[config.mk]
export PLATFORM = sky130hd
export DESIGN_NAME = cgra_cfg_loader_flat
export DESIGN_NICKNAME = d
export VERILOG_FILES = /design/src/rtl/cgra_ctrl_pkg.sv /design/src/rtl/cgra_cfg_loader_if.sv /design/src/rtl/cgra_cfg_fetch.sv /design/src/rtl/cgra_cfg_loader.sv /design/src/flat_wrapper.sv
export SDC_FILE = /design/constraint.sdc
export NUM_CORES = 1
export LEC_CHECK = 0
export ABC_AREA = 1
export CORE_MARGIN = 2
export CORE_UTILIZATION = 35
export DETAILED_ROUTE_END_ITERATION = 16
export PLACE_DENSITY = 0.69
export SYNTH_ARGS = -nofsm -noshare
export SYNTH_HDL_FRONTEND = slang
export SYNTH_SLANG_ARGS = --single-unit
[constraint.sdc]
create_clock -name clock -period 2.7 [get_ports clock]
set_input_delay 0.27 -clock clock [delete_from_list [all_inputs] [get_ports clock]]
set_output_delay 0.27 -clock clock [all_outputs]
set_load 0.02 [all_outputs]
[src/rtl/cgra_ctrl_pkg.sv]
// Shared constants, state encoding and config-word field layout for the CGRA
// configuration loader.
package cgra_ctrl_pkg;

  localparam int CFG_LENGTH = 64;
  localparam int CFGW       = 52;
  localparam int CGRA_AW    = 18;
  localparam int DW         = 32;
  localparam int RUNW       = 16;
  localparam int NEN        = 8;

  localparam int AW   = $clog2(CFG_LENGTH);
  localparam int LENW = AW + 1;

  // Config word layout: [51:32] address field, [31:0] data field.
  localparam int DATA_LSB = 0;
  localparam int DATA_MSB = DW - 1;
  localparam int ADDR_LSB = 32;
  localparam int ADDR_MSB = ADDR_LSB + CGRA_AW - 1;
  localparam int HI_LSB   = ADDR_MSB + 1;
  localparam int HI_MSB   = CFGW - 1;

  // Idle gap after the last config write, plus the RAM + output register
  // latency that the final words still need after the last read issues.
  localparam int DRAIN_CYCLES = 2;
  localparam int FETCH_LAT    = 2;
  localparam int DRAIN_TOTAL  = FETCH_LAT + DRAIN_CYCLES;
  localparam int DCW          = $clog2(DRAIN_TOTAL);

  typedef enum logic [2:0] {
    ST_IDLE  = 3'd0,
    ST_LOAD  = 3'd1,
    ST_DRAIN = 3'd2,
    ST_RUN   = 3'd3,
    ST_DONE  = 3'd4
  } cgra_state_e;

  function automatic logic [LENW-1:0] clamp_len(input logic [LENW-1:0] len);
    return (len > LENW'(CFG_LENGTH)) ? LENW'(CFG_LENGTH) : len;
  endfunction

endpackage

[src/rtl/cgra_cfg_loader_if.sv]
// Host, config-RAM and CGRA-port signal bundle for cgra_cfg_loader.
interface cgra_cfg_loader_if;
  import cgra_ctrl_pkg::*;

  // start: one-cycle request, taken only while busy is low; abort wins over
  // start. done: one-cycle pulse at the end of a run. mem_rd_data is valid
  // exactly one cycle after mem_rd_en; there is no back-pressure anywhere.
  logic                  start;
  logic                  abort;
  logic [LENW-1:0]       cfg_len;
  logic [RUNW-1:0]       run_cycles;
  logic                  mem_rd_en;
  logic [AW-1:0]         mem_rd_addr;
  logic [CFGW-1:0]       mem_rd_data;
  logic                  io_cfg_en;
  logic [CGRA_AW-1:0]    io_cfg_addr;
  logic [DW-1:0]         io_cfg_data;
  logic [NEN-1:0]        io_en;
  logic                  busy;
  logic                  done;
  logic                  err;
  cgra_state_e           dbg_state;

  modport master (
    output start, abort, cfg_len, run_cycles, mem_rd_data,
    input  mem_rd_en, mem_rd_addr, io_cfg_en, io_cfg_addr, io_cfg_data,
    input  io_en, busy, done, err, dbg_state
  );

  modport slave (
    input  start, abort, cfg_len, run_cycles, mem_rd_data,
    output mem_rd_en, mem_rd_addr, io_cfg_en, io_cfg_addr, io_cfg_data,
    output io_en, busy, done, err, dbg_state
  );

endinterface

[src/rtl/cgra_cfg_fetch.sv]
// Config RAM read sequencer: address counter, RAM-latency valid tracking and
// the registered CGRA config write port. Optional CGRA_CFG_ADDR_CHECK_EN.
module cgra_cfg_fetch
  import cgra_ctrl_pkg::*;
(
  input  logic               clk_i,
  input  logic               rst_ni,
  input  logic               load_start_i,
  input  logic               flush_i,
  input  logic               clr_err_i,
  input  logic [LENW-1:0]    len_i,
  output logic               mem_rd_en_o,
  output logic [AW-1:0]      mem_rd_addr_o,
  input  logic [CFGW-1:0]    mem_rd_data_i,
  output logic               last_issue_o,
  output logic               cfg_en_o,
  output logic [CGRA_AW-1:0] cfg_addr_o,
  output logic [DW-1:0]      cfg_data_o,
  output logic               err_o
);

  logic               rd_en_q;
  logic [AW-1:0]      rd_addr_q;
  logic               pend_q;
  logic               cfg_en_q;
  logic [CGRA_AW-1:0] cfg_addr_q;
  logic [DW-1:0]      cfg_data_q;
  logic               addr_ok;

  // len_i is already latched by the time the first read is outstanding.
  assign last_issue_o = rd_en_q && ((LENW'(rd_addr_q) + LENW'(1)) == len_i);

  always_ff @(posedge clk_i or negedge rst_ni) begin
    if (!rst_ni) begin
      rd_en_q    <= 1'b0;
      rd_addr_q  <= '0;
      pend_q     <= 1'b0;
      cfg_en_q   <= 1'b0;
      cfg_addr_q <= '0;
      cfg_data_q <= '0;
    end else if (flush_i) begin
      rd_en_q  <= 1'b0;
      pend_q   <= 1'b0;
      cfg_en_q <= 1'b0;
    end else begin
      if (load_start_i) begin
        rd_en_q   <= 1'b1;
        rd_addr_q <= '0;
      end else if (last_issue_o) begin
        rd_en_q <= 1'b0;
      end else if (rd_en_q) begin
        rd_addr_q <= rd_addr_q + AW'(1);
      end
      pend_q   <= rd_en_q;
      cfg_en_q <= pend_q && addr_ok;
      if (pend_q && addr_ok) begin
        cfg_addr_q <= mem_rd_data_i[ADDR_MSB:ADDR_LSB];
        cfg_data_q <= mem_rd_data_i[DATA_MSB:DATA_LSB];
      end
    end
  end

`ifdef CGRA_CFG_ADDR_CHECK_EN
  logic err_q;

  assign addr_ok = (mem_rd_data_i[HI_MSB:HI_LSB] == '0);

  // Sticky until the next accepted start; flushed words never flag.
  always_ff @(posedge clk_i or negedge rst_ni) begin
    if (!rst_ni) begin
      err_q <= 1'b0;
    end else if (clr_err_i) begin
      err_q <= 1'b0;
    end else if (pend_q && !addr_ok && !flush_i) begin
      err_q <= 1'b1;
    end
  end

  assign err_o = err_q;
`else
  logic unused_hi;

  assign addr_ok   = 1'b1;
  assign err_o     = 1'b0;
  assign unused_hi = ^{mem_rd_data_i[HI_MSB:HI_LSB], clr_err_i};
`endif

  assign mem_rd_en_o   = rd_en_q;
  assign mem_rd_addr_o = rd_addr_q;
  assign cfg_en_o      = cfg_en_q;
  assign cfg_addr_o    = cfg_addr_q;
  assign cfg_data_o    = cfg_data_q;

endmodule

[src/rtl/cgra_cfg_loader.sv]
// Start/busy/done engine: load config stream, settle, run compute enables.
// Address-range checking is enabled with CGRA_CFG_ADDR_CHECK_EN.
module cgra_cfg_loader
  import cgra_ctrl_pkg::*;
(
  input logic              clock,
  input logic              reset_n,
  cgra_cfg_loader_if.slave bus
);

  cgra_state_e      state_q, state_d;
  logic [LENW-1:0]  len_q, len_d;
  logic [RUNW-1:0]  run_cnt_q, run_cnt_d;
  logic [DCW-1:0]   drain_q, drain_d;
  logic             busy_q;
  logic             done_q;
  logic [NEN-1:0]   io_en_q;
  logic             accept;
  logic             load_start;
  logic             last_issue;

  assign accept = (state_q == ST_IDLE) && bus.start && !bus.abort;

  always_comb begin
    state_d    = state_q;
    len_d      = len_q;
    run_cnt_d  = run_cnt_q;
    drain_d    = drain_q;
    load_start = 1'b0;
    case (state_q)
      ST_IDLE: begin
        if (accept) begin
          len_d     = clamp_len(bus.cfg_len);
          run_cnt_d = bus.run_cycles;
          if (len_d == '0) begin
            state_d = ST_DRAIN;
            drain_d = DCW'(DRAIN_TOTAL - 1);
          end else begin
            state_d    = ST_LOAD;
            load_start = 1'b1;
          end
        end
      end
      ST_LOAD: begin
        if (last_issue) begin
          state_d = ST_DRAIN;
          drain_d = DCW'(DRAIN_TOTAL - 1);
        end
      end
      // DRAIN covers the two words still in flight plus the settle gap.
      ST_DRAIN: begin
        if (drain_q == '0) begin
          state_d = (run_cnt_q == '0) ? ST_DONE : ST_RUN;
        end else begin
          drain_d = drain_q - DCW'(1);
        end
      end
      ST_RUN: begin
        run_cnt_d = run_cnt_q - RUNW'(1);
        if (run_cnt_q == RUNW'(1)) begin
          state_d = ST_DONE;
        end
      end
      ST_DONE: state_d = ST_IDLE;
      default: state_d = ST_IDLE;
    endcase
    if (bus.abort && (state_q != ST_IDLE)) begin
      state_d = ST_IDLE;
    end
  end

  // Outputs are registered from state_d so they line up with state_q.
  always_ff @(posedge clock or negedge reset_n) begin
    if (!reset_n) begin
      state_q   <= ST_IDLE;
      len_q     <= '0;
      run_cnt_q <= '0;
      drain_q   <= '0;
      busy_q    <= 1'b0;
      done_q    <= 1'b0;
      io_en_q   <= '0;
    end else begin
      state_q   <= state_d;
      len_q     <= len_d;
      run_cnt_q <= run_cnt_d;
      drain_q   <= drain_d;
      busy_q    <= (state_d != ST_IDLE);
      done_q    <= (state_d == ST_DONE);
      io_en_q   <= {NEN{state_d == ST_RUN}};
    end
  end

  cgra_cfg_fetch u_fetch (
    .clk_i         (clock),
    .rst_ni        (reset_n),
    .load_start_i  (load_start),
    .flush_i       (bus.abort),
    .clr_err_i     (accept),
    .len_i         (len_q),
    .mem_rd_en_o   (bus.mem_rd_en),
    .mem_rd_addr_o (bus.mem_rd_addr),
    .mem_rd_data_i (bus.mem_rd_data),
    .last_issue_o  (last_issue),
    .cfg_en_o      (bus.io_cfg_en),
    .cfg_addr_o    (bus.io_cfg_addr),
    .cfg_data_o    (bus.io_cfg_data),
    .err_o         (bus.err)
  );

  assign bus.io_en     = io_en_q;
  assign bus.busy      = busy_q;
  assign bus.done      = done_q;
  assign bus.dbg_state = state_q;

endmodule

[src/flat_wrapper.sv]
// flat-port wrapper written by rule: the top's interface ports become plain ports
module cgra_cfg_loader_flat import cgra_ctrl_pkg::*;
  (clock, reset_n, bus_start, bus_abort, bus_cfg_len, bus_run_cycles, bus_mem_rd_data, bus_mem_rd_en, bus_mem_rd_addr, bus_io_cfg_en, bus_io_cfg_addr, bus_io_cfg_data, bus_io_en, bus_busy, bus_done, bus_err, bus_dbg_state);
  cgra_cfg_loader_if bus_i ();
  input logic clock;
  input logic reset_n;
  input wire logic [$bits(bus_i.start)-1:0] bus_start;
  input wire logic [$bits(bus_i.abort)-1:0] bus_abort;
  input wire logic [$bits(bus_i.cfg_len)-1:0] bus_cfg_len;
  input wire logic [$bits(bus_i.run_cycles)-1:0] bus_run_cycles;
  input wire logic [$bits(bus_i.mem_rd_data)-1:0] bus_mem_rd_data;
  output wire logic [$bits(bus_i.mem_rd_en)-1:0] bus_mem_rd_en;
  output wire logic [$bits(bus_i.mem_rd_addr)-1:0] bus_mem_rd_addr;
  output wire logic [$bits(bus_i.io_cfg_en)-1:0] bus_io_cfg_en;
  output wire logic [$bits(bus_i.io_cfg_addr)-1:0] bus_io_cfg_addr;
  output wire logic [$bits(bus_i.io_cfg_data)-1:0] bus_io_cfg_data;
  output wire logic [$bits(bus_i.io_en)-1:0] bus_io_en;
  output wire logic [$bits(bus_i.busy)-1:0] bus_busy;
  output wire logic [$bits(bus_i.done)-1:0] bus_done;
  output wire logic [$bits(bus_i.err)-1:0] bus_err;
  output wire logic [$bits(bus_i.dbg_state)-1:0] bus_dbg_state;
  assign bus_i.start = bus_start;
  assign bus_i.abort = bus_abort;
  assign bus_i.cfg_len = bus_cfg_len;
  assign bus_i.run_cycles = bus_run_cycles;
  assign bus_i.mem_rd_data = bus_mem_rd_data;
  assign bus_mem_rd_en = bus_i.mem_rd_en;
  assign bus_mem_rd_addr = bus_i.mem_rd_addr;
  assign bus_io_cfg_en = bus_i.io_cfg_en;
  assign bus_io_cfg_addr = bus_i.io_cfg_addr;
  assign bus_io_cfg_data = bus_i.io_cfg_data;
  assign bus_io_en = bus_i.io_en;
  assign bus_busy = bus_i.busy;
  assign bus_done = bus_i.done;
  assign bus_err = bus_i.err;
  assign bus_dbg_state = bus_i.dbg_state;
  cgra_cfg_loader u_core (.clock(clock), .reset_n(reset_n), .bus(bus_i));
endmodule
# Yosys cells after proc, flatten, opt, wreduce, memory -nomap -nowiden
# Index checks and enable logic that the tools add are counted.
dict set report classes {
  add_sub_neg 4
  magnitude_cmp 1
  n_eq_ne 12
  n_mux 27
  bitwise_logic 1
  reduce_logical 20
}
# cell count
set op_table {}
lappend op_table {{$pmux 16 s2} 1}
lappend op_table {{$mux 3} 6}
lappend op_table {{$mux 6} 3}
lappend op_table {{$eq 16x1->1 const B} 1}
lappend op_table {{$logic_not 16->1} 1}
lappend op_table {{$mux 16} 1}
lappend op_table {{$sub 16x1->16 const B} 1}
lappend op_table {{$pmux 3 s4} 1}
lappend op_table {{$reduce_bool 3->1} 4}
lappend op_table {{$mux 2} 5}
lappend op_table {{$eq 3x2->1 const B} 3}
lappend op_table {{$mux 1} 8}
lappend op_table {{$add 6x1->7 const B} 1}
lappend op_table {{$eq 7x7->1} 1}
lappend op_table {{$gt 7x7->1 const B} 1}
lappend op_table {{$logic_not 7->1} 1}
lappend op_table {{$mux 7} 1}
lappend op_table {{$add 6x1->6 const B} 1}
lappend op_table {{$ne 2x1->1 const B} 3}
lappend op_table {{$pmux 2 s3} 1}
lappend op_table {{$reduce_and 2->1} 3}
lappend op_table {{$reduce_and 5->1} 1}
lappend op_table {{$logic_and 1x1->1} 4}
lappend op_table {{$ne 2x2->1 const B} 2}
lappend op_table {{9 further kinds} 10}
dict set report totals {
  register_bits 90
  input_bits 79
  out_inout_bits 72
  word_cells 78
}

# Longest topological paths before layout
# Gate-level depths: netlist of the first run.
dict set report logic_depth {
  word_depth 8
  mapped_depth 14
}

# Modules after synthesis
# From an unflattened synthesis of the first run, not the netlist that was laid out.
dict set report hier_totals {
  hier_cells 554
  area_unflattened_um2 4414.2
}
# module n_inst cells_per_inst area_per_inst_um2 seq_area_each_um2
set modules_own_cells {}
lappend modules_own_cells {cgra_cfg_fetch 1 303 2521.2 1476.4}
lappend modules_own_cells {cgra_cfg_loader 1 251 1893.1 775.7}

# Worst setup path after synthesis of the first run
# Ideal clock, no wire load.
dict set report synth_timing {
  path_kind {register to register}
  from {reg u_core.u_fetch.rd_addr_q[0] (netlist: u_core.u_fetch.mem_rd_addr_o[0])}
  to {reg u_core.u_fetch.rd_addr_q[3] (netlist: u_core.u_fetch.mem_rd_addr_o[3])}
  arrival_time_ps 1700
  required_time_ps 2581
  slack_ps 881
  path_stages_with_launch 14
  path_buffers 1
  period_less_slack_ps 1819
  path_cell_list {dfrtp_1 ha_1 nand2_1 nor2_2 nand2_1 nand2_1 nand2_1 nor2_2 nand2_2 nand2_2 nand2_2 buf_6 nand2_2 o21ai_2}
}
dict set report synth_via {
  elab_chain_len 5
  elab_cells_between_ends 9
}
# item line_no
set synth_rtl {}
lappend synth_rtl {{start, declared} cgra_cfg_fetch.sv:23} ;# logic [AW-1:0] rd_addr_q;
lappend synth_rtl {{start signal, assigned} cgra_cfg_fetch.sv:52} ;# rd_addr_q <= rd_addr_q + AW'(1);
lappend synth_rtl {{$add 6x1->7} cgra_cfg_fetch.sv:31} ;# assign last_issue_o = rd_en_q && ((LENW'(rd_addr_q) + LENW'(1)) == len_i);
lappend synth_rtl {{$eq 7x7->1} cgra_cfg_fetch.sv:31}
lappend synth_rtl {{$logic_and 1x1->1} cgra_cfg_fetch.sv:31}
lappend synth_rtl {{$ne 2x1->1 (no source line)} n/a}
lappend synth_rtl {{$reduce_and 3->1 (no source line)} n/a}
# Several ways; a longest one is shown, not always the timed one. The select of a mux whose other input is x is not followed.
# A chain may end at the register's enable or synchronous reset.

# Worst setup path in the final report of the first run
dict set report layout_timing {
  from {reg u_core.u_fetch.rd_addr_q[0] (netlist: u_core.u_fetch.mem_rd_addr_o[0])}
  to {reg u_core.u_fetch.rd_addr_q[0] (netlist: u_core.u_fetch.mem_rd_addr_o[0])}
}
# The elaborated chain is that of the path after synthesis.

==> results.toml, run 1 <==
[yosys]
ys_types = 34
synth_ff_type = "dfrtp_1"
synthMuxAreaShare = 0
async_flop_share = 1.00
synth_xor_area_frac = 0.00804
ys_seq_area_frac = 0.517
synthTopCellsByArea = "dfrtp_1 (52%), nand2_1 (19%), inv_1 (3.8%)"
syn_avg_cell_area_um2 = 7.86
synth_seq_cells = 90
syn_inst = 554
synth_fa_ha_area_frac = 0.0115
yosysTopAreaCell = "dfrtp_1"
synth.top_cells.by_count = "nand2_1 (226), dfrtp_1 (90), inv_1 (44)"
synth_top_area_frac = 0.517
ys_warn_count = 0
synth_area_um2 = 4360
synth_compound_area_frac = 0.0773
synth-edff-count = 0
synth_simple_gate_area_frac = 0.312
synth_fp_nets = 637
synth_most_common_cell = "nand2_1"
synth_top_family_by_area = "simple AND/OR/NAND/NOR gates"

[clock_network]
path_clk_slew_ns = 0.07
clock-root-buffer = "clkbuf_16"
numCtsBuffers = 9
ctsLongestPathBuffers = 2
clock-sinks = 90
htreeDepth = 3
cts_setup_buffers = 0
worstSkewPairLatency_ns = 0.34
hold_buffers = 1
cts_tree = "done"
ctsResizeCount = 0

[setup_path]
crit_buf_inv = 0
required_ns = 2.92
critPathLaunchType = "register"
cpPeakStageDelay_ns = 0.50
setup.worst_path.start = "u_core.u_fetch.mem_rd_addr_o[0]"
rr_endpoint = "u_core.u_fetch.mem_rd_addr_o[0]"
regToRegSetupSlack_ns = 0.71
cp_top_family = "simple AND/OR/NAND/NOR gates"
path_class = "reg2reg"
critPathMaxFanout = 11
cp_num_cells = 12
r2r_cells = 12
cp.arrival_ns = 2.22
crit_end = "u_core.u_fetch.mem_rd_addr_o[0]"
r2r_start = "u_core.u_fetch.mem_rd_addr_o[0]"
crit_chain = "ha_1 > nand3_1 > nand2_1 > nand2_1 > nand2_1 > nand3_1 > nor2_2 > nand2_2 > nand2_2 > nand2_2 > nand3_1 > o21ai_2"
end_kind = "register"
critPathSlowestCell = "dfrtp_1"

[routing]
drtIter0Drc = 252
drt_first_pass_iters = 4
ant_nets = 0
num_vias = 4070
route.detailed.drc = 0
viasPerCell = 4.69
finalWirelength_mm = 11.7
routedWlPerCell_um = 13.5

[placed_design]
post-place-ws_ns = 0.473
finalWeightedCongestion = 0.860
placed_area_um2 = 5950
portBuffers = 147
place_inst = 850
hpwl_mm = 8.63

[sta]
hold_viol = 0
relSlewSlack = 0.600
setup_violations = 0
worst_pin_slew_ns = 0.600
fin_crit_sh = 0.738
clock.fmax_ghz = 0.502
tns_ns = 0
slew_violations = 0
layout_setup_ws_ns = 0.707
clock-skew-final_ns = 0.00658
hold_ws_ns = 0.466
finalCriticalPeriod_ns = 1.99
rsz0062_at_grt = "no"

[floorplanning]
dieArea_um2 = 13400
dieHeight_um = 116
rows = 40
ios = 151
initial_core_util = 0.361
die_w_um = 116
core-area_um2 = 12100

[layout]
antenna_cells = 0
fin_util = 0.523
fin_nets = 777
final-seq-area_um2 = 2250
n_fill_cell = 1126
area_growth_pct = 44.9
drive_gt1_frac = 0.0744
multi_input_area_um2 = 1790
final_area_um2 = 6310
fin_cells = 867

[power]
ir_drop_uv = 305
power.density_nw_per_um2 = 1090
p_total_mw = 6.87
p_leak_nw = 2.98

[global_route]
grt_pass1_vias = 3956
grt_overflow_total = 0
track_usage = 0.180
grt_max_degree = 52
antenna_found_initial = 0
grt_pass1_wl_mm = 19.0

[status]
outcome = "finished, final reports clean"

[min_path]
worstHoldPathType = "in2reg"

[job]
maxCapViolCount = 0
==> worst min-delay path, stage by stage <==
cell and delay (ns):
clkdlybuf4s50_1 0.40, nand2_1 0.06, nand2_1 0.04
==> routing by layer <==
layer  track usage  vias to the layer above  routed length (um)
met5             0                        -                   0
met2         0.303                      126                5720
met1         0.227                     1894                4940
li1              -                     2024                   -
met4        0.0940                        0                 396
met3        0.0246                       26                 624
==> flip-flops by register name (all words and copies together), names as in the netlist, 2 cells and up <==
register and flops:
u_core.u_fetch.cfg_data_o 32, u_core.u_fetch.cfg_addr_o 18, u_core.run_cnt_q 16, u_core.len_q 7, u_core.u_fetch.mem_rd_addr_o 6, u_core.bus.dbg_state 3
u_core.drain_q 2
==> worst min path at each step <==
| stage | slack (ns) | start | cells past startpoint | to |
|---|---|---|---|---|
| 3_3_place_gp | 0.30 | reset_n | 1 | u_core.run_cnt_q[13] |
| 6_report | 0.47 | bus_mem_rd_data[48] | 3 | u_core.u_fetch.cfg_addr_o[16] |
| 5_1_grt | 0.46 | bus_mem_rd_data[32] | 3 | u_core.u_fetch.cfg_addr_o[0] |
| 2_1_floorplan | -0.03 | reset_n | 0 | u_core.bus.busy |
| 3_5_place_dp | 0.31 | reset_n | 1 | u_core.run_cnt_q[9] |
| 4_1_cts | 0.45 | bus_mem_rd_data[32] | 3 | u_core.u_fetch.cfg_addr_o[0] |
==> cell families after synthesis <==
family	Yosys count
xor+xnor	4
simple gates	326
compound gates	55
fa+ha+maj	4
flops	90
other cells	1
buf+inv	74
==> cell usage in the layout, fill, tap and decap left out, drive strengths merged, types with 7 or more instances in the layout <==
master,count
nor2,47
clkbuf,9
nand2,234
dfrtp,90
inv,53
nand4,7
nand3,33
clkdlybuf4s50,146
a21oi,12
o21ai,26
o211ai,7
==> where the power goes <==
part	switching (mW)	total, mW	leakage [nW]	internal [mW]
logic	1.67	3.01	1.69	1.35
clock network	0.548	1.46	0.167	0.915
registers	0.440	2.40	1.13	1.96
==> layout make-up <==
class,count,share of cell area
Tap cell,168,0.0333
Clock buffer,9,0.0357
Multi-Input combinational cell,390,0.283
Timing Repair Buffer,152,0.241
Clock inverter,7,0.0196
Inverter,51,0.0303
Sequential cell,90,0.357
Note: power is estimated with default switching activity, not from simulation.
==> run 2, diff against run 1 <==
Clock period 2.7 ns to 2.1 ns, I/O delays scaled along.
==> results.toml, run 2 (synthesis gave the netlist of run 1 again) <==
[layout]
multi_input_area_um2 = 1790
antenna_cells = 0
most-common-layout-cells = "nand2_1 (225), clkdlybuf4s50_1 (146), dfrtp_1 (90)"
drive_gt1_frac = 0.0847
final-seq-area_um2 = 2250
final_common_cell = "nand2_1"
final_area_um2 = 6310
n_fill_cell = 1129
fin_cells = 876
fin_nets = 786
area_growth_pct = 44.9
largest_reg_flops = 32

[setup_path]
regToRegSetupSlack_ns = 0.22
end_kind = "register"
cp.arrival_ns = 2.10
critPathMaxFanout = 5
cpPeakStageDelay_ns = 0.38
required_ns = 2.32
path_common_cell = "nand2_1"
critPathLaunchType = "register"
crit_chain = "inv_1 > ha_1 > nand2_1 > nor3_2 > nand3_1 > nand2_1 > nand2_1 > nor2_1 > nand2_1 > nand2_1 > nand3_1"
critPathSlowestCell = "dfrtp_1"
path_class = "reg2reg"

[sta]
clock.fmax_ghz = 0.531
worst_pin_slew_ns = 0.599
hold_viol = 0
slew_violations = 0
setup_violations = 0
relSlewSlack = 0.599
fin_crit_sh = 0.896
finalCriticalPeriod_ns = 1.88
hold_ws_ns = 0.358
tns_ns = 0
rsz0062_at_grt = "no"
clock-skew-final_ns = 0.00433

[routing]
finalWirelength_mm = 11.6
route.detailed.drc = 0
num_vias = 4063
drtIter0Drc = 213
viasPerCell = 4.64
routedWlPerCell_um = 13.2
drt_first_pass_iters = 4
ant_nets = 0

[floorplanning]
core-area_um2 = 12100
ios = 151
dieHeight_um = 116
initial_core_util = 0.361
rows = 40
die_w_um = 116
dieArea_um2 = 13400

[power]
power.density_nw_per_um2 = 1350
p_sw_mw = 3.40
pwr-share-comb = 0.463
ir_drop_uv = 388
p_leak_nw = 3.00
clockPowerShare = 0.179
p_seq_frac = 0.358
switching_share = 0.398
intPower_mw = 5.13

[min_path]
worstHoldPathType = "in2async"

[global_route]
busiest_layer = "met2"
grt_pass1_wl_mm = 18.7
antenna_found_initial = 0
gr-usage-met3 = 0.0262
grt_max_degree = 52
track_usage = 0.176
grt_overflow_total = 0
met1_usage = 0.223
met2_usage = 0.300
grt_pass1_vias = 3941

[clock_network]
ctsLongestPathBuffers = 2
cts_tree = "done"
worstSkewPairLatency_ns = 0.34
clock-root-buffer = "clkbuf_16"
numCtsBuffers = 9
clock-sinks = 90
htreeDepth = 3
path_clk_slew_ns = 0.06

[status]
outcome = "finished, final reports clean"

[placed_design]
portBuffers = 147
hpwl_mm = 8.66
place_inst = 859
finalWeightedCongestion = 0.886
placed_area_um2 = 6020

[job]
maxCapViolCount = 0
run 2: metal layers:
layer,vias to the layer above,share of wire
met4,0,0.028
met2,127,0.49
met3,22,0.050
met5,-,0
li1,2030,-
met1,1884,0.43
run 2: timing repair:
item / CTS / global route
hold endpoints to repair: 29 / 0
gates resized for setup: 0 / 0
hold buffers: 1 / 0
buffers inserted: 0 / 0
endpoints found under the setup margin: 0 / 0
run 2: power by group through the flow:
stage / logic [mW] / registers [mW] / clock network (mW)
after floorplan: 1.51 / 3.70 / 0
after global placement: 3.89 / 3.03 / 0
after detailed placement: 3.97 / 3.07 / 0
after CTS: 3.99 / 3.05 / 1.57
after global routing: 4.33 / 3.15 / 1.65
final: 3.95 / 3.05 / 1.53
run 2: worst max-delay path: cells and delay by family (launching register included):
family                     cells  cell delay (ns)
DFF                            1             0.38
adders and majority gates      1             0.23
buffers and inverters          1             0.13
and+or+nand+nor                9             1.01
run 2: layout make-up:
| class | count | share of cell area |
|---|---|---|
| clock inverters | 5 | 0.00615 |
| multi-input cells | 390 | 0.283 |
| flip-flops and latches | 90 | 0.357 |
| inverters | 51 | 0.0303 |
| repair buffers | 161 | 0.252 |
| well taps | 168 | 0.0333 |
| clock buffers | 11 | 0.0385 |
run 2: through the flow:
stage / util / setup slack, ns / total power [mW]
global route: 0.523 / 0.00198 / 9.13
floorplan: - / 0.281 / 5.21
CTS: 0.523 / 0.227 / 8.60
finish: 0.523 / 0.218 / 8.53
detailed placement: 0.499 / 0.186 / 7.04
global placement: 0.499 / 0.227 / 6.92
run 2: final timing paths:
check / cells after the start / from / to
setup reg to reg: 11 / u_core.run_cnt_q[0] / u_core.bus.busy
setup / recovery: 11 / u_core.run_cnt_q[0] / u_core.bus.busy
min in group clock: 3 / bus_mem_rd_data[25] / u_core.u_fetch.cfg_data_o[25]
max in group asynchronous: 3 / reset_n / u_core.u_fetch.cfg_data_o[0]
hold / removal: 2 / reset_n / u_core.run_cnt_q[9]
hold reg to reg: 2 / u_core.u_fetch.cfg_data_o[5] / u_core.u_fetch.cfg_data_o[5]
==> run 3, diff against run 2 <==
Settings changed: CORE_UTILIZATION 35 to 46, PLACE_DENSITY 0.69 to 0.81, SYNTH_HIERARCHICAL set to 1.
==> results.toml, run 3 <==
[status]
outcome = "finished, final reports clean"

[layout]
n_fill_cell = 777
most-common-layout-cells = "nand2_1 (222), clkdlybuf4s50_1 (146), dfrtp_1 (89)"
antenna_cells = 0
largest_reg_flops = 32
drive_gt1_frac = 0.0959
area_growth_pct = 41.7
final_common_cell = "nand2_1"
fin_nets = 788

[yosys]
ys_warn_count = 6
syn_avg_cell_area_um2 = 7.97
synth.top_cells.by_count = "nand2_1 (224), dfrtp_1 (90), inv_1 (46)"
synth_seq_cells = 90
synth_most_common_cell = "nand2_1"
syn_inst = 554
synth_area_um2 = 4410
synth_fp_nets = 638
yosysTopAreaCell = "dfrtp_1"
synth-edff-count = 0
synthTopCellsByArea = "dfrtp_1 (51%), nand2_1 (19%), nand3_1 (4.3%)"
synth_top_area_frac = 0.510
ys_types = 36
async_flop_share = 1.00
ys_seq_area_frac = 0.510
synth_ff_type = "dfrtp_1"

[routing]
drt_first_pass_iters = 5
route.detailed.drc = 0
ant_nets = 0
viasPerCell = 4.91
finalWirelength_mm = 11.8
drtIter0Drc = 162
routedWlPerCell_um = 14.1
num_vias = 4116

[setup_path]
required_ns = 2.36
path_class = "reg2reg"
critPathLaunchType = "register"
critPathMaxFanout = 4
cp.arrival_ns = 2.22
end_kind = "register"

[floorplanning]
rows = 35
dieArea_um2 = 10400
dieHeight_um = 102
core-area_um2 = 9280
die_w_um = 102
initial_core_util = 0.475
ios = 151

[sta]
fin_crit_sh = 0.932
clock.fmax_ghz = 0.511
finalCriticalPeriod_ns = 1.96
worst_pin_slew_ns = 0.564
slew_violations = 0
relSlewSlack = 0.624
setup_violations = 0
tns_ns = 0
hold_ws_ns = 0.383
hold_viol = 0
clock-skew-final_ns = 0.0115

[clock_network]
worstSkewPairLatency_ns = 0.35
cts_tree = "done"
path_clk_slew_ns = 0.09
clock-sinks = 90
ctsLongestPathBuffers = 2
numCtsBuffers = 9
clock-root-buffer = "clkbuf_8"
htreeDepth = 3

[global_route]
antenna_found_initial = 0
grt_overflow_total = 0
track_usage = 0.232
grt_pass1_wl_mm = 19.2
grt_max_degree = 52
grt_pass1_vias = 4077

[min_path]
worstHoldPathType = "in2reg"

[placed_design]
finalWeightedCongestion = 0.881
hpwl_mm = 8.83
portBuffers = 147

[power]
power.density_nw_per_um2 = 1290
ir_drop_uv = 766
p_leak_nw = 3.03
p_total_mw = 8.04

[job]
maxCapViolCount = 0
run 3: changes by cell type in the layout (fill, tap and decap cells not counted), moves of 4 or more:
cell | previous run | this run
a21oi_1 | 12 | 6
a22o_1 | 0 | 5
clkbuf_16 | 9 | 0
clkbuf_8 | 1 | 9
nand3_1 | 31 | 37
nor2_2 | 4 | 10
o21ai_0 | 19 | 9
o21ai_2 | 5 | 1
run 3: worst max-delay path, cell delays in order, from the launching register on:
cell and delay [ns]:
dfrtp_1 0.42, ha_4 0.16, nand2_1 0.06, inv_2 0.09
nand2_2 0.08, o21ai_2 0.12, nand3_1 0.09, nor2_2 0.16
nand2_4 0.06, nor2_2 0.10, inv_1 0.06, nor2_2 0.12
o22ai_1 0.08, inv_1 0.06, nand2_1 0.06, a22oi_1 0.14
run 3: logic make-up (layout without fill, tap and decap cells):
family,Yosys count,in the layout,synth area share
AO/OA/AOI/OAI,39,39,0.0609
XOR/XNOR,5,5,0.00992
other,1,1,0.000850
buffers and inverters,73,228,0.0714
AND/OR/NAND/NOR,341,341,0.332
adder cells (fa/ha/maj),5,5,0.0142
flip-flops,90,90,0.510
run 3: area by class of cell:
type | instances | area, um^2 | share of cell area
Timing Repair Buffer | 162 | 1600 | 0.256
Multi-Input combinational cell | 391 | 1880 | 0.301
Inverter | 50 | 188 | 0.0300
Clock inverter | 6 | 41.3 | 0.00660
Sequential cell | 90 | 2250 | 0.360
Tap cell | 129 | 161 | 0.0258
Clock buffer | 10 | 128 | 0.0204
run 3: repair_timing:
item,CTS,global route
endpoints found under the hold margin,40,0
gates resized for setup,0,11
endpoints found under the setup margin,0,6
hold buffers,1,0
setup buffers,0,0
run 3: through the flow:
step	cell area, um^2	setup WS, ns	util	std cells
detailed placement	6030	0.0728	0.650	821
floorplan	4410	0.0379	-	554
global placement	6030	0.163	0.650	821
finish	6250	0.143	0.674	838
global route	6250	-0.0127	0.674	838
CTS	6210	0.0524	0.669	838
run 3: path summary, 6_finish.rpt:
| kind | from | end | slack, ns | depth (start not counted) |
|---|---|---|---|---|
| max reg2reg | u_core/u_fetch/mem_rd_addr_o[0] | u_core/drain_q[1] | 0.14 | 15 |
| max in group asynchronous | reset_n | u_core/len_q[6] | 1.08 | 3 |
| min reg2reg | u_core/drain_q[0] | u_core/drain_q[0] | 0.48 | 1 |
| max | u_core/u_fetch/mem_rd_addr_o[0] | u_core/drain_q[1] | 0.14 | 15 |
| min in group asynchronous | reset_n | u_core/run_cnt_q[9] | 0.39 | 2 |
| min | bus_mem_rd_data[31] | u_core/u_fetch/cfg_data_o[31] | 0.38 | 3 |
run 3: layer usage:
metal | vias to the layer above | share of wire | routed length [um] | track usage
li1 | 2027 | - | - | -
met1 | 1928 | 0.42 | 4910 | 0.293
met2 | 128 | 0.50 | 5960 | 0.391
met3 | 33 | 0.048 | 571 | 0.0417
met4 | 0 | 0.033 | 385 | 0.107
met5 | - | 0 | 0 | 0
run 3: where the power goes:
group | leakage, nW | internal, mW | switching (mW) | total (mW)
combinational | 1.81 | 1.79 | 2.11 | 3.90
sequential | 1.13 | 2.49 | 0.583 | 3.07
clock | 0.0908 | 0.436 | 0.629 | 1.06
total | 3.03 | 4.71 | 3.33 | 8.04
==> RTL change 1: new RTL, config.mk and constraints of run 2 <==
The option `CGRA_CFG_ADDR_CHECK_EN` is turned on by a define.
--- a/src/rtl/cgra_cfg_fetch.sv
+++ b/src/rtl/cgra_cfg_fetch.sv
@@ -1,5 +1,7 @@
 // Config RAM read sequencer: address counter, RAM-latency valid tracking and
 // the registered CGRA config write port. Optional CGRA_CFG_ADDR_CHECK_EN.
+`define CGRA_CFG_ADDR_CHECK_EN
+
 module cgra_cfg_fetch
   import cgra_ctrl_pkg::*;
 (
Check against the original RTL: not equivalent (a bounded check fails within 4 cycles, from zero or initial values and one cycle with reset_n low).
==> RTL change 1 against run 2 <==
  * Synthesized area grew 3.2%
  * Total power grew 6.2%
  * Setup slack lost 0.039 ns
  * Global-route usage grew 0.39 points
  * Wire length grew 2.5%
  * Cell area grew 3.0%
  * Sequential cell count grew 1
  * Synthesized cell count grew 1.1%
  * Die area grew 3.0%
  * Critical path depth grew 1
==> RTL change 1: results <==
group,metric,value,unit
status,outcome,"finished, final reports clean",
final_layout,inverters_excl_clock,53,
route,via_per_inst,4.73,
synthesis,syn_nets,643,
sta,finClkSkew,0.00589,ns
sta,max_freq,520,MHz
power,p_leak,3.09,nW
worst_setup_path,r2r_setup_slack,0.18,ns
power,powerClk,0.00178,W
global_routing,grt_pass1_vias,4155,
synthesis,syn_avg_cell_area,8.02,um2
final_layout,area_growth,44.7,%
final_layout,clkCellAreaFrac,4.98,%
final_layout,multi_input_area_share,29.1,%
route,first_iter_violations,304,
final_layout,nNetsFinal,790,
synthesis,ys_seq_area_share,50.7,%
placement,gp_congestion,0.882,
placement,hpwl,8.74,mm
placement,detailedPlace.worstSlack,0.142,ns
placement,port_buffers,150,
sta,hold_slack,0.392,ns
power,power,0.00906,W
worst_setup_path,cp_slowest_stage_delay,0.45,ns
global_routing,grt_usage,18.0,%
final_layout,nonClkBufAreaFrac,24.5,%
route,first_pass_iters,5,
final_layout,clock_buffers,9,
synthesis,synth_common_cells,"nand2_1, dfrtp_1, inv_1",
power,irDropWorstVdd,751,uV
synthesis,synth_xor_area_share,0.390,%
power,p_comb_share,46.0,%
worst_hold_path,holdCritPathClass,"in2reg",
synthesis,yosys-mux-area-fraction,0,%
worst_setup_path,cp.arrival,2.16,ns
final_layout,nMultiInputCombCells,393,
global_routing,grt_pass1_wl,20.3,mm
synthesis,synthTopCellsByArea,"dfrtp_1, nand2_1, inv_1",
final_layout,final_layout_size_suffix_gt1_share,9.13,%
worst_setup_path,worst_r2r_startpoint,"u_core.u_fetch.mem_rd_addr_o[1]",
sta,worst_slew_pin_slew,0.606,ns
floorplanning,core_region_area,12600,um2
final_layout,fillCellCount,1146,
final_layout,instances_no_fill,884,
placement,placed_cell_area,6160,um2
final_layout,buffers,159,
route,wire_per_inst,13.4,um
clock_network,cts_resized,0,
worst_setup_path,crit_fanout,7,
RTL change 1: metal layers:
layer / vias to the layer above / track usage [%] / wire length, um
li1: 2053 / - / -
met1: 1957 / 23.3 / 5350
met2: 159 / 28.3 / 5350
met3: 13 / 6.76 / 1030
met4: 0 / 5.27 / 144
met5: - / 0 / 0
RTL change 1: how the worst max path moves through the flow:
stage | cells after the start | slack (ns) | end | start
2_1_floorplan | 12 | 0.30 | u_core.bus.busy | u_core.u_fetch.mem_rd_addr_o[0]
3_3_place_gp | 8 | 0.22 | u_core.run_cnt_q[7] | bus_abort
6_report | 12 | 0.18 | u_core.bus.busy | u_core.u_fetch.mem_rd_addr_o[1]
3_5_place_dp | 7 | 0.14 | u_core.run_cnt_q[11] | bus_abort
5_1_grt | 12 | 0.03 | u_core.bus.busy | u_core.u_fetch.mem_rd_addr_o[1]
4_1_cts | 12 | 0.17 | u_core.bus.busy | u_core.u_fetch.mem_rd_addr_o[1]
==> RTL change 2: new RTL, settings of run 2 <==
Made on the original files. The package constant `CFG_LENGTH` goes from 64 to 128.
--- a/src/rtl/cgra_ctrl_pkg.sv
+++ b/src/rtl/cgra_ctrl_pkg.sv
@@ -2,7 +2,7 @@
 // configuration loader.
 package cgra_ctrl_pkg;
 
-  localparam int CFG_LENGTH = 64;
+  localparam int CFG_LENGTH = 128;
   localparam int CFGW       = 52;
   localparam int CGRA_AW    = 18;
   localparam int DW         = 32;
Ports: changed (resized bus_cfg_len and bus_mem_rd_addr); port bits go from 151 to 153. The function was not compared with the original's and may differ.
==> RTL change 2 against run 2 <==
  * Cell area grew 1.4%
  * Clock skew increased by 0.0045 ns
  * Wire length is 3.5% lower
  * Synthesized area is 0.49% higher
  * Combinational power is 7.8% lower
  * Total power fell by 2.7%
  * Sequential cell count increased by 2
  * Count of clock-buffer cells in the layout is 2 lower
  * Non-clock buffer count grew 1
  * Setup slack got worse by 0.047 ns
  * Synthesized cell count increased by 1.4%
==> RTL change 2: results <==
group,metric,value,unit
worst_setup_path,r2r_cells,12,
synthesis,syn_nets,646,
global_routing,met1_usage,21.5,%
clock_network,clock_latency,0.34,ns
global_routing,grt_max_degree,52,
worst_hold_path,hold_start,"bus_mem_rd_data[34]",
clock_network,cts_hold_buf,1,
route,wl,11.2,mm
final_layout,largest_reg_flops,32,
route,first_iter_violations,203,
worst_setup_path,cp_slowest_stage_delay,0.40,ns
worst_setup_path,cp.arrival,2.19,ns
synthesis,async_reset_ff_share,100,%
worst_setup_path,crit_family,"simple AND/OR/NAND/NOR gates",
route,met1_length,5.14,mm
power,p_sw,0.00320,W
final_layout,nNetsFinal,797,
power,power.density,1300,nW/um2
route,wl_met2,5.22,mm
worst_hold_path,holdCritPathClass,"in2reg",
global_routing,grt_use_met3,3.29,%
global_routing,grt_pass1_wl,18.1,mm
synthesis,synth_common_cells,"nand2_1, dfrtp_1, inv_1",
status,outcome,"finished, final reports clean",
global_routing,globalRouteMet2Util,29.1,%
synthesis,ys_types,32,
global_routing,grt_pass1_vias,3987,
sta,finClkSkew,0.00884,ns
placement,gp_congestion,0.872,
worst_setup_path,reg2reg_to,"u_core.run_cnt_q[14]",
route,first_pass_iters,4,
placement,detailedPlace.worstSlack,0.121,ns
power,p_leak,3.06,nW
route,met3_wirelength,684,um
power,comb_power,0.00364,W
global_routing,grt_usage,17.0,%
synthesis,syn_avg_cell_area,7.79,um2
placement,placed_cell_area,6040,um2
sta,hold_slack,0.400,ns
final_layout,utilization,52.9,%
final_layout,final_layout_size_suffix_gt1_share,6.82,%
synthesis,synthTopCellsByArea,"dfrtp_1, nand2_1, inv_1",
clock_network,clock_path_buffers,2,
route,wire_per_inst,12.6,um
placement,port_buffers,149,
placement,dp.cells,865,
final_layout,insertedDiodeCount,0,
sta,finalCritPeriodShare,91.9,%
sta,worst_slew_pin_slew,0.681,ns
worst_setup_path,r2r_setup_slack,0.17,ns
clock_network,cts-root-buf,"clkbuf_16",
final_layout,fillCellCount,1157,
worst_hold_path,hold_end,"u_core.u_fetch.cfg_addr_o[2]",
power,irDropWorstVdd,448,uV
synthesis,ys_seq_area_share,52.6,%
route,via_per_inst,4.61,
placement,hpwl,8.27,mm
power,p_clk_share,20.1,%
## RTL change 2: cell count changes after synthesis, moves of 3 or more
cell,before,now
inv_2,6,1
inv_1,44,57
o21ai_1,2,7
nor2_1,40,36
nand2_2,8,3
o21ai_2,5,0
o21ai_0,19,10
nand4_1,7,4
nor3_1,2,5
o22ai_1,3,12
nand2_1,226,242
## RTL change 2: area by class of cell
type | instances | area share [%]
Multi-Input combinational cell | 389 | 27.5
Tap cell | 168 | 3.28
Inverter | 59 | 3.46
Sequential cell | 92 | 36.0
Clock inverter | 7 | 1.27
Timing Repair Buffer | 162 | 25.0
Clock buffer | 9 | 3.52
## RTL change 2: cells by family after synthesis
kind of cell             share of synthesized area, %
adder cells (fa/ha/maj)                          1.14
AO/OA/AOI/OAI                                    7.20
flip-flops                                       52.6
buffers and inverters                            7.63
AND/OR/NAND/NOR                                  30.7
XOR/XNOR                                        0.600
other                                          0.0857
